## config.mk

```make
export PLATFORM = sky130hd
export DESIGN_NAME = pwm_multi_ch
export DESIGN_NICKNAME = d
export VERILOG_FILES = /design/src/rtl/pwm_multi_ch.sv
export SDC_FILE = /design/constraint.sdc
export NUM_CORES = 1
export LEC_CHECK = 0
export ABC_CLOCK_PERIOD_IN_PS = 1900
export BUFFER_PORTS_ARGS = -buffer_cell sky130_fd_sc_hd__buf_4
export CAP_MARGIN = 20
export CORE_MARGIN = 10
export CORE_UTILIZATION = 45
export DETAILED_ROUTE_END_ITERATION = 10
export PLACE_DENSITY = 0.67
export SLEW_MARGIN = 20
export SYNTH_ARGS = -nofsm -noshare
export SYNTH_HDL_FRONTEND = slang
export SYNTH_SLANG_ARGS = --single-unit
```

## constraint.sdc

```tcl
create_clock -name CLK -period 1.9 [get_ports CLK]
set_input_delay 0.095 -clock CLK [delete_from_list [all_inputs] [get_ports CLK]]
set_output_delay 0.095 -clock CLK [all_outputs]
set_load 0.1 [all_outputs]
```

## src/rtl/pwm_multi_ch.sv

```systemverilog
// Multi-channel PWM generator with a shared period counter. Each channel runs as counter PWM or as a
// 1st-order sigma-delta modulator. Duty values are double-buffered and committed at a period boundary.
module pwm_multi_ch #(
    parameter int CHANNELS = 8,
    parameter int DC_WIDTH = 8,
    parameter int CH_BITS  = 3
) (
    input  logic                CLK,
    input  logic                RESET_N,
    input  logic                STB_CLK,
    input  logic                MODE,
    input  logic                DC_WR,
    input  logic [CH_BITS-1:0]  DC_CH,
    input  logic [DC_WIDTH-1:0] DC_DATA,
    input  logic                UPDATE,
    output logic                BUSY,
    output logic                UPDATE_DONE,
    output logic                PERIOD_START,
    output logic [CHANNELS-1:0] Q
);

    localparam logic [DC_WIDTH-1:0] CNT_MAX  = '1;
    localparam logic [CH_BITS:0]    CH_LIMIT = CHANNELS[CH_BITS:0];

    logic [DC_WIDTH-1:0] cnt;
    logic [DC_WIDTH-1:0] shadow [CHANNELS];
    logic [DC_WIDTH-1:0] active [CHANNELS];
    logic [DC_WIDTH:0]   acc    [CHANNELS];
    logic                mode_shadow;
    logic                mode_act;
    logic                pending;

    logic                boundary;
    logic                commit;
    logic                mode_change;
    logic                wr_valid;
    logic [CHANNELS-1:0] q_nxt;

    assign boundary    = STB_CLK && (cnt == CNT_MAX);
    assign commit      = boundary && (pending || UPDATE);
    assign mode_change = commit && (mode_shadow != mode_act);
    assign wr_valid    = DC_WR && ({1'b0, DC_CH} < CH_LIMIT);
    assign BUSY        = pending;

    always_comb begin
        q_nxt = '0;
        for (int i = 0; i < CHANNELS; i++) begin
            q_nxt[i] = mode_act ? acc[i][DC_WIDTH] : (cnt < active[i]);
        end
    end

    always_ff @(posedge CLK or negedge RESET_N) begin
        if (!RESET_N) begin
            cnt          <= '0;
            mode_shadow  <= 1'b0;
            mode_act     <= 1'b0;
            pending      <= 1'b0;
            UPDATE_DONE  <= 1'b0;
            PERIOD_START <= 1'b0;
            Q            <= '0;
        end else begin
            if (STB_CLK) begin
                cnt <= cnt + 1'b1;
            end
            mode_shadow  <= MODE;
            PERIOD_START <= boundary;
            UPDATE_DONE  <= commit;
            Q            <= q_nxt;
            if (commit) begin
                mode_act <= mode_shadow;
                pending  <= 1'b0;
            end else if (UPDATE) begin
                pending  <= 1'b1;
            end
        end
    end

    // Commit reads the pre-write shadow because both sample the same registered value.
    always_ff @(posedge CLK or negedge RESET_N) begin
        if (!RESET_N) begin
            for (int i = 0; i < CHANNELS; i++) begin
                shadow[i] <= '0;
                active[i] <= '0;
                acc[i]    <= '0;
            end
        end else begin
            for (int i = 0; i < CHANNELS; i++) begin
                if (wr_valid && (DC_CH == CH_BITS'(i))) begin
                    shadow[i] <= DC_DATA;
                end
                if (commit) begin
                    active[i] <= shadow[i];
                end
                if (mode_change) begin
                    acc[i] <= '0;
                end else if (STB_CLK) begin
                    acc[i] <= {1'b0, acc[i][DC_WIDTH-1:0]} + {1'b0, active[i]};
                end
            end
        end
    end

endmodule

```

==> Yosys cells after proc, flatten, opt, wreduce, memory -nomap -nowiden <==
Cells that the tools add are included.
{ "word_totals": {"regBits": 221, "latch_bits": 0, "ram_bits": 0, "romBits": 0, "word_cells": 98, "mem_count": 0} }
{ "classes": {"n_addsub": 9, "n_mul": 0, "n_div": 0, "order_cmp": 8, "eq_ne": 9, "shift": 0, "mux": 26, "n_bitwise": 0, "reduce_logical": 15} }
{ "ops": {"columns": ["operator", "n"], "rows": [
  ["$mux 9", 16],
  ["$add 8x8->9", 8],
  ["$lt 8x8->1", 8],
  ["$eq 3x3->1 const B", 4],
  ["$logic_and 1x1->1", 11],
  ["$mux 1", 10],
  ["$add 8x1->8 const B", 1],
  ["$eq 8x8->1 const B", 1],
  ["$eq 3x2->1 const B", 2],
  ["$reduce_bool 2->1", 2],
  ["$eq 3x1->1 const B", 1],
  ["$logic_not 3->1", 1],
  ["$logic_or 1x1->1", 1],
  ["$ne 1x1->1", 1]
]} }

==> Logic depth before layout (Yosys ltp) <==
{ "depth": {"word_depth": 5, "mapped_depth": 8} }

==> Worst setup path after synthesis <==
OpenSTA, ideal clock, no wires.
{ "synth_timing": {"kind": "reg-to-reg", "startpoint": "reg pending (netlist: BUSY)", "endpoint": "reg active[16] in the netlist's numbering", "setup_time_ps": 125, "arrival_ps": 1873, "slack_ps": -98, "path_stages_with_launch": 5, "synth_period_minus_slack_ps": 1998, "cell_sequence": "dfrtp_1 > nor2_1 > nor3_4 > buf_4 > mux2_2"} }
{ "synth_between": {"elab_chain_cells": 2} }
{ "synth_rtl": {"columns": ["element", "line_no", "text"], "rows": [
  ["from (decl)", "31", "logic pending;"],
  ["from (signal assigned)", "57", "pending <= 1'b0;"],
  ["from (signal assigned)", "71", "pending <= 1'b0;"],
  ["from (signal assigned)", "73", "pending <= 1'b1;"],
  ["$logic_or 1x1->1", "40", "assign commit = boundary && (pending || UPDATE);"],
  ["$logic_and 1x1->1", "40", null],
  ["to (signal, indexed assignment)", "92", "active[i] <= shadow[i];"],
  ["to (decl)", "27", "logic [DC_WIDTH-1:0] active [CHANNELS];"]
]} }
Every way passes these cells.
A chain may end at the register's enable or synchronous reset.

==> Worst setup path after layout <==
{ "layout_timing": {"startpoint": "reg cnt[1]", "endpoint": "reg active[40] in the netlist's numbering"} }
{ "layout_between": {"elab_chain_cells": 3} }
{ "layout_rtl": {"columns": ["element", "line_no", "text"], "rows": [
  ["from (decl)", "25", "logic [DC_WIDTH-1:0] cnt;"],
  ["from (signal assigned)", "63", "cnt <= cnt + 1'b1;"],
  ["$eq 8x8->1", "39", "assign boundary = STB_CLK && (cnt == CNT_MAX);"],
  ["$logic_and 1x1->1", "39", null],
  ["$logic_and 1x1->1", "40", null]
]} }
Every way passes these cells.

==> metrics.md <==
| Metric | Value |
|---|---|
| CTS Buffer Depth | 3 |
| Peak VDD IR | 0.805 mV |
| Power per Cell Area | 1270 mW/mm² |
| Area leader, netlist | dfrtp_1 |
| Max incr delay on CP | 390 ps |
| Worst slack, placed | -59.8 ps |
| Detailed placement HPWL | 17,700 µm |
| Syn Std Cell Area | 0.0117 mm² |
| Synth Flop Type | dfrtp_1 |
| Clock Skew | 15.4 ps |
| Vias | 8,174 |
| Area grow syn2layout | 20.7% |
| Maximum fanout along the worst path | 5 |
| All-Layer GR Usage | 16.0% |
| Sequential share of the synthesized area | 47.2% |
| Arrival @ worst endpoint | around 2300 ps |
| Remaining global-route overflow | 0 |
| Routed length per instance | approximately 18 µm |
| Final Critical Period | 1890 ps |
| Final nets | 1,284 |
| Relative slew slack | 59.4% |
| Die width | about 180 µm |
| Synthesis Warnings | 0 |
| Lkg Pwr | about 6.7 nW |
| Xor/xnor cell area share of the yosys netlist | under 10% |
| Max cap viols | 0 |
| Reg2reg setup slack | between 10 and 15 ps |
| Num CTS Buffers | 25 |
| Cells along the critical path | ha_2, and3_4, nand2_4, nor3_4, buf_6, buf_12, mux2_4 |
| DRC | 0 |
| CTS Sinks | approximately 220 |
| Highest clock rate | about 0.53 GHz |
| Flops & latches, synth | 221 |
| Mux contribution to synthesized area | between 7 and 8% |
| Critical Path RT | 2300 ps |
| Antenna Nets Post-Route | 0 |
| DRT Pass-1 Iters | 6 |
| Largest family of logic cells by synthesized area | compound AO/OA/AOI/OAI gates |
| Compound-Gate Fraction of Synth Area | 18.2% |
| Vias per std cell | 5.51 |
| Tcrit/Tclk final | about 99% |
| Slowest cell on crit path | dfrtp_1 |
| RSZ-0062 raised after global routing | yes |
| Worst setup EP type | flip-flop |
| Core area | 0.0254 mm² |
| CTS clk-pin slew, worst paths | 60 ps |
| Setup TNS | 0 ps |
| Syn Area/Cell | 11.4 µm² |
| Adder-cell share of the synthesized area | ~14% |
| Clk_lat worst skew | roughly 530 ps |
| Post-synthesis cell type count | 42 |
| Final setup margin | 14.4 ps |
| Fraction of layout cells with a size suffix above 1 | roughly 24% |
| Most common cell after layout, fill and taps aside | dfrtp_1 |
| Max H-tree Level | 1 |
| Levels on crit path | 7 |
| Kind of cell adding the most delay to the critical path | simple AND/OR/NAND/NOR gates |
| Row count | 58 |
| Crit path buf inv count | 2 |
| Area of the die | 0.0329 mm² |
| Die Ht | about 180 µm |
| Final Max Slew Viols | 0 |
| Worst setup SP type | flip-flop |
| Final setup violation count | 0 |
| Syn Inst Count | 1,026 |
| Outcome | finished clean |
| Starting Density | between 40% and 50% |
| Simple-Gate Fraction of Synth Area | 5.43% |
| Syn_nets | 1,172 |
| HP Class | input pin to asynchronous set/reset pin |
| First-pass GRT wire length | 43,700 µm |
| EDFF count, synth | 0 |
| Final Hold Vio Count | 0 |
| Initial antenna violation count | 0 |
| Most frequent cells in the layout | dfrtp_1 (220), ha_1 (111), buf_4 (89), a22o_1 (72), nand2_1 (72) |
| Async set-reset flop share out of synthesis | 100% |
| Crit path kind | flip-flop to flip-flop |
| Min Hold Slack | 82.6 ps |
| Number of port buffers | 27 |
| Drt total wl | 26,900 µm |
| Ranking of synthesized cells by area | dfrtp_1 (47%), ha_1 (13%), mux2_2 (6.9%) |
| Worst Tran Pin Value | 606 ps |
| Io pins | 28 |
| Antenna fix cells | 0 |
| Yosys top cell area share | a little under half |
| Vias in the first global route | 8,514 |
| Placer Congestion | 0.847 |
| Maximum number of pins on one net before global-route repair | 53 |
| Initial drt markers | 368 |
| CTS tree | yes |
| Clock root cell | clkbuf_16 |
| R2R depth | 7 |
[report_power, final]
group | switching (W) | leakage [nW] | internal [W]
logic | 0.00324 | 3.75 | 0.00339
registers | 0.000620 | 2.49 | 0.00570
clock network | 0.00193 | 0.426 | 0.00309
total | 0.00579 | 6.66 | 0.0122
[cell usage after synthesis, drive strengths merged, types with 8 or more instances]
library cell and count:
a211o 8, a211oi 24, a21o 16, a21oi 57, a22o 72, buf 24
clkbuf 12, dfrtp 221, fa 8, ha 121, inv 57, mux2 74
nand2 74, nand2b 9, nor2 24, nor3 14, o211ai 8, o21a 13
o21ai 97, o21bai 11, o41ai 8, xnor2 35, xor2 21
[layer usage]
metal | vias to the layer above | share of wire (%) | wire length, µm | global-route usage (%)
li1 | 3974 | - | - | -
met4 | 0 | 3.1 | 826 | 5.53
met1 | 4024 | 47 | 12700 | 20.8
met2 | 120 | 46 | 12500 | 26.7
met5 | - | 0 | 0 | 0
met3 | 56 | 3.1 | 837 | 2.06
[cell families after synthesis]
family,count (synthesis)
multiplexers,74
XOR/XNOR,56
buffers and inverters,93
adder cells (fa/ha/maj),129
flip-flops,221
AO/OA/AOI/OAI,319
AND/OR/NAND/NOR,134
[worst reg2reg max path, stage by stage (launching register included)]
cell and delay [ps]:
dfrtp_1 390, ha_2 190, and3_4 200, nand2_4 60, nor3_4 300, buf_6 190, buf_12 130, mux2_4 300
[layout make-up]
cell class / instances / area, µm²
clock buffers: 38 / 785
clock inverters: 5 / 77.6
fillers: 2155 / 11300
inverters: 57 / 214
multi-input cells: 712 / 5970
flip-flops and latches: 221 / 5530
well taps: 330 / 413
repair buffers: 121 / 1150
[timing repair]
action                     in CTS  in global routing
hold buffers                   12                  0
pin swaps                       1                 34
resized for setup              14                 56
cloned                          0                  4
hold endpoints to repair      291                  0
setup endpoints to repair      16                 71
buffers inserted                0                 13
[metrics by stage]
stage                     cell area (µm²)  cells  utilization (%)  total power [W]
after floorplan                     11700   1026                -           0.0110
after detailed placement            12700   1412             50.1           0.0126
final                               14100   1484             55.7           0.0180
after CTS                           13800   1467             54.2           0.0179
after global routing                14100   1484             55.7           0.0192
after global placement              12700   1412             50.1           0.0125
[sequential cells by signal, indices dropped and copies added (netlist names)]
signal        cells
mode_act          1
BUSY              1
active           64
mode_shadow       1
PERIOD_START      1
Q                 8
UPDATE_DONE       1
acc              72
shadow           64
cnt               8
[worst paths after layout]
check,endpoint,start
max reg2reg,active[40],cnt[1]
min reg2reg,active[18],shadow[18]
max in group asynchronous,Q[2],RESET_N
max,active[40],cnt[1]
min,acc[1],RESET_N
min in group CLK,shadow[40],DC_CH[0]
Note: power is estimated with default switching activity, not from simulation.
